--- src/rtl/serial_tx.sv ---
// Parallel-in, serial-out frame transmitter: start, data LSB-first, [parity], stop.
// Define SERIAL_TX_PARITY_EN to insert an even-parity bit between data and stop.
module serial_tx #(
  parameter int WIDTH        = 8,
  parameter int CLKS_PER_BIT = 1
) (
  input  logic             clk,
  input  logic             reset,
  input  logic [WIDTH-1:0] din,
  input  logic             load,
  output logic             ready,
  output logic             tx,
  output logic             busy,
  output logic             done
);

  localparam int CW = (CLKS_PER_BIT > 1) ? $clog2(CLKS_PER_BIT) : 1;
  localparam int BW = (WIDTH > 1) ? $clog2(WIDTH) : 1;
  localparam logic [CW-1:0] DMAX = CW'(CLKS_PER_BIT - 1);
  localparam logic [BW-1:0] BMAX = BW'(WIDTH - 1);

  typedef enum logic [2:0] {
    IDLE,
    START,
    DATA,
    PARITY,
    STOP
  } state_t;

  state_t           state, state_n;
  logic [CW-1:0]    div, div_n;
  logic [BW-1:0]    cnt, cnt_n;
  logic [WIDTH-1:0] shreg, shreg_n;
  logic             tx_n;
  logic             done_n;
  logic             wrap;
`ifdef SERIAL_TX_PARITY_EN
  logic             par, par_n;
`endif

  assign wrap  = (div == DMAX);
  assign ready = (state == IDLE);
  assign busy  = ~ready;

  always_comb begin
    state_n = state;
    div_n   = div;
    cnt_n   = cnt;
    shreg_n = shreg;
    tx_n    = tx;
    done_n  = 1'b0;
`ifdef SERIAL_TX_PARITY_EN
    par_n   = par;
`endif
    if (state != IDLE)
      div_n = wrap ? '0 : div + CW'(1);
    case (state)
      IDLE: begin
        if (load) begin
          state_n = START;
          shreg_n = din;
          tx_n    = 1'b0;
          div_n   = '0;
          cnt_n   = '0;
`ifdef SERIAL_TX_PARITY_EN
          par_n   = ^din;
`endif
        end
      end
      START: begin
        if (wrap) begin
          state_n = DATA;
          tx_n    = shreg[0];
          shreg_n = shreg >> 1;
        end
      end
      DATA: begin
        if (wrap) begin
          if (cnt == BMAX) begin
            cnt_n = '0;
`ifdef SERIAL_TX_PARITY_EN
            state_n = PARITY;
            tx_n    = par;
`else
            state_n = STOP;
            tx_n    = 1'b1;
`endif
          end else begin
            cnt_n   = cnt + BW'(1);
            tx_n    = shreg[0];
            shreg_n = shreg >> 1;
          end
        end
      end
      PARITY: begin
        if (wrap) begin
          state_n = STOP;
          tx_n    = 1'b1;
        end
      end
      STOP: begin
        if (wrap) begin
          state_n = IDLE;
          tx_n    = 1'b1;
          done_n  = 1'b1;
        end
      end
      default: begin
        state_n = IDLE;
        tx_n    = 1'b1;
      end
    endcase
  end

  always_ff @(posedge clk) begin
    if (reset) begin
      state <= IDLE;
      div   <= '0;
      cnt   <= '0;
      shreg <= '0;
      tx    <= 1'b1;
      done  <= 1'b0;
`ifdef SERIAL_TX_PARITY_EN
      par   <= 1'b0;
`endif
    end else begin
      state <= state_n;
      div   <= div_n;
      cnt   <= cnt_n;
      shreg <= shreg_n;
      tx    <= tx_n;
      done  <= done_n;
`ifdef SERIAL_TX_PARITY_EN
      par   <= par_n;
`endif
    end
  end

endmodule

--- config.mk ---
export PLATFORM = sky130hd
export DESIGN_NAME = serial_tx
export DESIGN_NICKNAME = d
export VERILOG_FILES = /design/src/rtl/serial_tx.sv
export SDC_FILE = /design/constraint.sdc
export NUM_CORES = 1
export LEC_CHECK = 0
export CORE_UTILIZATION = 40
export CTS_CLUSTER_DIAMETER = 80
export CTS_CLUSTER_SIZE = 8
export DETAILED_ROUTE_END_ITERATION = 6
export SLEW_MARGIN = 40
export SYNTH_ARGS = -nofsm -noshare
export SYNTH_HDL_FRONTEND = slang
export SYNTH_SLANG_ARGS = --single-unit
export TNS_END_PERCENT = 30
--- constraint.sdc ---
create_clock -name clk -period 3.3 [get_ports clk]
set_clock_uncertainty 0.2 [all_clocks]
set_input_delay 0.99 -clock clk [delete_from_list [all_inputs] [get_ports clk]]
set_output_delay 0.99 -clock clk [all_outputs]
set_load 0.01 [all_outputs]
* Word level (Yosys, flattened, before mapping)
Index checks and enable logic that the tools add are counted.
** Storage, ports and cells
- Bits in registers :: 17
- Output and inout port bits :: 4
- Word-level logic and storage cells :: 60
** Operators by class
- Add/subtract/negate cells :: 2
- Eq/ne operators :: 13
- Muxes and demuxes :: 27
- Bitwise operators :: 2
- Reduce and logical (&&, ||, !) cells :: 10
** Operators by type and width (count)
- 2-to-1 mux 8 bit :: 4
- 2-to-1 mux 3 bit :: 9
- one-hot mux 8 bit (3 select lines) :: 1
- != test 2 bit, second input constant :: 8
- one-hot mux 3 bit (5 select lines) :: 1
- 2-to-1 mux 1 bit :: 10
- equality test 3 x 2 -> 1 bit, second input constant :: 2
- equality test 3 bit, second input constant :: 2
- one-hot mux 3 bit (2 select lines) :: 1
- AND reduction 6 bit :: 1
- nonzero test 3 bit :: 2
- AND reduction 5 bit :: 1
- one-hot mux 1 bit (4 select lines) :: 1
- AND reduction 4 bit :: 1
- OR reduction 2 bit :: 2
- adder 3 x 1 -> 3 bit, second input constant :: 1
- equality test 3 x 1 -> 1 bit, second input constant :: 1
- zero test 3 bit :: 1
- AND reduction 3 bit :: 1
- inverter 1 bit :: 2
- nonzero test 2 bit :: 1
- adder 1 bit, second input constant :: 1

* Logic depth before layout (Yosys ltp)
Gate-level depths: netlist of run 1.
- Depth after elaboration :: 5
- Depth in mapped cells :: 7

* Worst setup path before layout of run 1
Ideal clock, no wire load.
- Path type :: in2reg
- From :: in load
- To :: reg shreg[0]
- Setup time :: 66 ps
- Arrival time :: 1846 ps
- Required time :: 3034 ps
- Slack :: 1188 ps
- Stages on the path :: 6
- Buffers on the path :: 2
- Cell sequence :: nor2b_1 o21a_1 buf_6 or2_1 buf_4 a21oi_2
** On the way
- Longest elaborated chain between the ends :: 2
** RTL lines
- start, declared :: RTL line 10 : input logic load,
- != test 2 bit (no line)
- AND reduction 5 bit (no line)
- end signal, assigned :: RTL line 130 : shreg <= shreg_n;
- end, declared :: RTL line 33 : logic [WIDTH-1:0] shreg, shreg_n;
Every way passes these cells.
A chain may end at the register's enable or synchronous reset.

* Final worst setup path of run 1
- From :: reg state[0]
- To :: out busy
** On the way
- Longest elaborated chain between the ends :: 2
** RTL lines
- start, declared :: RTL line 30 : state_t state, state_n;
- start signal, assigned :: RTL line 127 : state <= state_n;
- zero test 3 bit :: RTL line 42 : assign ready = (state == IDLE);
- inverter 1 bit :: RTL line 43 : assign busy = ~ready;
- end, declared :: RTL line 13 : output logic busy,
Every way passes these cells.

==> flow_metrics.tcl, run 1 <==
set metrics [dict create \
    yosysWarnings 0 \
    fin_crit_sh 0.8509 \
    met3_usage 0.02778 \
    cts_setup_buffers 0 \
    chipHeight_um 49.49 \
    synth_top_family_by_area "compound AO/OA/AOI/OAI gates" \
    crit_chain "nor3_2 > inv_2 > clkdlybuf4s50_1" \
    antenna_left 0 \
    final_cell_mix "dfxtp_1, clkdlybuf4s50_1, mux2i_1" \
    dieArea_mm2 0.002449 \
    drc 0 \
    grtUsageMet2 0.2283 \
    io_pins 15 \
    cts_resized 0 \
    cpMaxStageDelayCell "dfxtp_1" \
    crit_fanout 13 \
    netlist_area_um2 902.1 \
    status "completed" \
    cts.sinks 17 \
    crit_type "reg -> out" \
    critPathMaxStageDelay_ns 0.61 \
    syn_avg_cell_area_um2 9.300 \
    first_pass_iters 5 \
    power.total_uw 467.8 \
    via_count 715 \
    clkLatencyLatePin_ns 0.29 \
    p_leak_uw 0.0003936 \
    path_buf_inv 2 \
    required_ns 2.11 \
    overflow 0 \
    wl_per_cell_um 12.39 \
    r2r-end "shreg[1]" \
    synth_edf_count 0 \
    cp-start-kind "flop" \
    htreeDepth 1 \
    rows 16 \
    drtIter0Drc 8 \
    drive_gt1_frac 0.1545 \
    clockBufferDepth 2 \
    gr-max-usage-layer "met2" \
    critical-path-top-delay-family "flip-flops" \
    synth_cell_types 33 \
    start_util 0.4418 \
    routed_wl_mm 1.697 \
    r2r_cells 4 \
    n_antenna_cell 0 \
    grt_max_degree 14 \
    use_met1 0.2258 \
    grt_usage 0.1596 \
    hold_class "reg -> reg" \
    r2r_start "state[0]" \
    yosys.area.top_type "dfxtp_1" \
    tightestPinTransition_ns 0.4522 \
    ys.flop_type "dfxtp_1" \
    relSlewSlack 0.6981 \
    gp_congestion 0.7723 \
    worst-r2r-setup-slack_ns 1.34 \
    synth_area_leaders "dfxtp_1, mux2i_1, a21oi_2, o31ai_1, nor3_1" \
    layout_commonest_cell "dfxtp_1" \
    hold_path_depth 2 \
    fmax_mhz 356.1 \
    hold_violations 0 \
    ir_worst_vdd_mv 0.2610 \
    multiInputGateArea_um2 493.0 \
    clkTransAtPathRegs_ns 0.09 \
    synthesis.nets 110 \
    syn-instance-count 97 \
    nets 124 \
    muxShareOfSynthArea 0.09986 \
    hp-start "cnt[1]" \
    synthToLayoutAreaGrowth_pct 17.89 \
    grt_pass1_vias 661 \
    coreArea_mm2 0.002042 \
    cts_root_buf "clkbuf_4" \
    end_kind "output pin" \
    fillers 201 \
    cts_buffers 3 \
    yosys.area.top_type_share 0.3773 \
    viasPerCell 5.219 \
    seq_area_frac_synth 0.3773 \
    maxCapViolCount 0 \
    critPathArrivalTime_ns 1.62 \
    synth_compound_gate_area_share 0.2108 \
    p_per_area_mw_per_mm2 439.8 \
    ys_seq_elements 17 \
    grt_antenna_before_repair 0 \
    seq_area_um2 340.3 \
    synth_xor_area_frac 0.009709 \
    grt_pass1_wl_mm 2.967 \
    hpwl_mm 1.175 \
    io_buffers 14 \
    cts_tree "done" \
    setup_violations 0 \
    synthAdderAreaFrac 0.02774 \
    synth-simple-area-share 0.1983 \
    rsz0062_at_grt "no" \
    die_w_um 49.49 \
    postCtsHoldBufs 0 \
    hold_end "cnt[1]" \
    finalSetupTns_ns 0 \
    period_minus_slack_ns 2.808 \
    slew_violations 0 \
    async_reset_ff_frac 0 \
]
==> per-stage QoR <==
| stage | hold WS, ns | instance area [um2] | util | cells | worst slack, ns |
|---|---|---|---|---|---|
| after floorplan | 0.2356 | 902.1 | - | 97 | 1.188 |
| after global placement | 0.2499 | 1037 | 0.5080 | 133 | 0.4961 |
| after detailed placement | 0.2525 | 1037 | 0.5080 | 133 | 0.4681 |
| after CTS | 0.2661 | 1064 | 0.5208 | 137 | 0.4978 |
| after global routing | 0.2836 | 1064 | 0.5208 | 137 | 0.3953 |
| final | 0.2632 | 1064 | 0.5208 | 137 | 0.4920 |
==> worst max path at each step <==
| stage | from | end | cells after the start |
|---|---|---|---|
| after global routing | state[0] | busy | 3 |
| final | state[0] | busy | 3 |
| after CTS | state[0] | busy | 3 |
| after global placement | load | shreg[0] | 5 |
| after floorplan | load | shreg[0] | 6 |
| after detailed placement | load | shreg[1] | 5 |
==> logic make-up (layout without fill, tap and decap cells) <==
logic type,count (synthesis),in the layout
simple gates,31,31
compound gates,27,27
buf+inv,10,23
mux,9,9
flops,17,17
fa+ha+maj,2,2
xor+xnor,1,1
==> final cells by class <==
type,count,area share
tap,27,0.03176
timing repair buffer,17,0.1529
multi-input combinational,70,0.4635
sequential,17,0.3200
inverter,2,0.007059
clock buffer,4,0.02471
==> cell usage after synthesis, types with 2 or more instances <==
cell      n
nor2_1    8
nor2b_1   4
buf_6     2
nand2_1   3
a21oi_2   7
a21oi_1   5
nor3_1    6
o31ai_1   7
ha_1      2
buf_4     4
a31oi_1   2
dfxtp_1  17
nand4_1   2
mux2i_1   9
==> flip-flops by register name, indices dropped and copies added, names as in the netlist <==
name and flops:
shreg 8, tx 1, done 1, div 1, state 3, cnt 3
==> worst reg2reg max path: stages (launching register included) <==
cell     delay [ns]
dfxtp_1        0.61
nor2b_1        0.23
o21a_1         0.34
or2_1          0.39
a21oi_2        0.08
==> metal layers <==
layer  share of wire  wire [um]
met5               0          0
met4           0.022         38
met3           0.023         39
met2            0.42        711
met1            0.53        907
==> power breakdown <==
| part | internal [uW] | switching, uW | leakage, uW |
|---|---|---|---|
| registers | 224 | 12.3 | 0.000140 |
| logic | 57.7 | 62.7 | 0.000239 |
| clock network | 47.0 | 64.5 | 0.0000150 |
| total | 328 | 140 | 0.000394 |
Note: power is estimated with default switching activity, not from simulation.
==> run 2, diff against run 1 <==
Settings changed: CORE_UTILIZATION 40 to 30.
==> run 2 against run 1 <==
Against the previous run: global-route usage fell by 4.0 points; sequential share of layout area is 0.30 points higher; sequential power up 2%; clock power hardly changed; core utilization shrank 15 points; combinational power is 4% lower; hold slack hardly changed; wire length rose by 2.4%; largest cell class unchanged.
==> flow_metrics.tcl, run 2 (synthesized netlist as in run 1, its figures left out) <==
set metrics [dict create \
    status "completed" \
    clockBufferDepth 2 \
    comb_power_share 0.245 \
    rows 19 \
    setup_violations 0 \
    rsz0062_at_grt "no" \
    largest_reg_flops 8 \
    finalSetupTns_ns 0 \
    holdWs_ns 0.2630 \
    critPathMaxStageDelay_ns 0.66 \
    hold_class "reg -> reg" \
    crit_chain "nor3_2 > inv_2 > clkdlybuf4s50_1" \
    gp_congestion 0.7018 \
    layout_commonest_cell "dfxtp_1" \
    grt_max_degree 14 \
    fin_crit_sh 0.8668 \
    chipHeight_um 56.84 \
    overflow 0 \
    fmax_mhz 349.6 \
    switchingPower_uw 141.3 \
    htreeDepth 1 \
    hold_violations 0 \
    viasPerCell 5.237 \
    regMostFlops "shreg" \
    crit_type "reg -> out" \
    die_w_um 56.84 \
    fillers 302 \
    start_util 0.3216 \
    critPathArrivalTime_ns 1.67 \
    coreArea_mm2 0.002805 \
    p_leak_uw 0.0003829 \
    first_pass_iters 4 \
    ir_worst_vdd_mv 0.2736 \
    reg_top3 "shreg: 8 flops, cnt: 3 flops, state: 3 flops" \
    io_buffers 14 \
    routed_wl_mm 1.737 \
    cts.sinks 17 \
    dieArea_mm2 0.003230 \
    p_int_uw 326.8 \
    end_kind "output pin" \
    cts_resized 0 \
    p_per_area_mw_per_mm2 444.4 \
    drive_gt1_frac 0.1389 \
    grt_usage 0.1198 \
    relSlewSlack 0.6576 \
    final_cell_mix "dfxtp_1, clkdlybuf4s50_1, mux2i_1" \
    wl_per_cell_um 12.50 \
    n_antenna_cell 0 \
    required_ns 2.11 \
    cts_buffers 3 \
    tightestPinTransition_ns 0.5129 \
    io_pins 15 \
    synthToLayoutAreaGrowth_pct 16.78 \
    hpwl_mm 1.226 \
    grt_pass1_wl_mm 2.911 \
    postCtsHoldBufs 0 \
    cts_tree "done" \
    p_clk_frac 0.243 \
    maxCapViolCount 0 \
    clkLatencyLatePin_ns 0.29 \
    grt_pass1_vias 655 \
    pwr-share-seq 0.513 \
    drc 0 \
    slew_violations 0 \
    dp_slack_ns 0.4762 \
    final_util 0.3756 \
    cpMaxStageDelayCell "dfxtp_1" \
    final.setup.worst_slack_ns 0.4395 \
    nets 122 \
    cts_setup_buffers 0 \
    cp-start-kind "flop" \
    period_minus_slack_ns 2.861 \
    drtIter0Drc 23 \
    cts_root_buf "clkbuf_4" \
    antenna_left 0 \
    crit_fanout 13 \
    clkTransAtPathRegs_ns 0.10 \
    switching_share 0.3019 \
    via_count 728 \
    grt_antenna_before_repair 0 \
]
[run 2: cell count changes in the layout (fill, tap and decap cells not counted), sizes merged]
cell  before  now
buf        3    1
[run 2: metal layers]
metal,routed length (um),GRT usage,vias up
li1,-,-,377
met4,8,0.04181,0
met5,0,0,-
met2,838,0.1871,15
met1,812,0.1487,334
met3,78,0.04839,2
[run 2: metrics by stage]
| step | power [uW] | instance area, um2 | std cells |
|---|---|---|---|
| after floorplan | 331.2 | 902.1 | 97 |
| after global placement | 357.5 | 1027 | 135 |
| after detailed placement | 360.1 | 1027 | 135 |
| after CTS | 475.0 | 1054 | 139 |
| after global routing | 500.2 | 1054 | 139 |
| final | 468.2 | 1054 | 139 |
[run 2: worst paths after layout]
| check | startpoint | endpoint | slack [ns] | depth (start not counted) |
|---|---|---|---|---|
| min | cnt[1] | cnt[1] | 0.26 | 2 |
| min reg2reg | cnt[1] | cnt[1] | 0.26 | 2 |
| max reg2reg | state[0] | shreg[4] | 1.31 | 4 |
| max | state[2] | busy | 0.44 | 3 |
[run 2: worst max-delay path: cells and delay by family (launching register included)]
family                 cells  cell delay [ns]
flip-flops                 1             0.66
buffers and inverters      2             0.59
AND/OR/NAND/NOR            1             0.12
[run 2: layout make-up]
type / count / area, um2 / share of cell area
tap: 31 / 38.79 / 0.03682
multi-input combinational: 70 / 493.0 / 0.4679
sequential: 17 / 340.3 / 0.3230
inverter: 2 / 7.507 / 0.007126
clock buffer: 4 / 26.28 / 0.02494
timing repair buffer: 15 / 147.6 / 0.1401
[run 2: power by group through the flow]
stage	Combinational, uW	Sequential [uW]	Clock, uW
2_1_floorplan	93.9	237	0
6_report	115	240	114
3_5_place_dp	115	245	0
5_1_grt	127	243	130
3_3_place_gp	114	244	0
4_1_cts	116	240	119
==> run 3, diff against run 2 <==
Settings changed: CTS_CLUSTER_DIAMETER 80 to not set.
==> results of run 3 <==
Same layout as run 2: the final DEF is identical, and so are final timing and power.
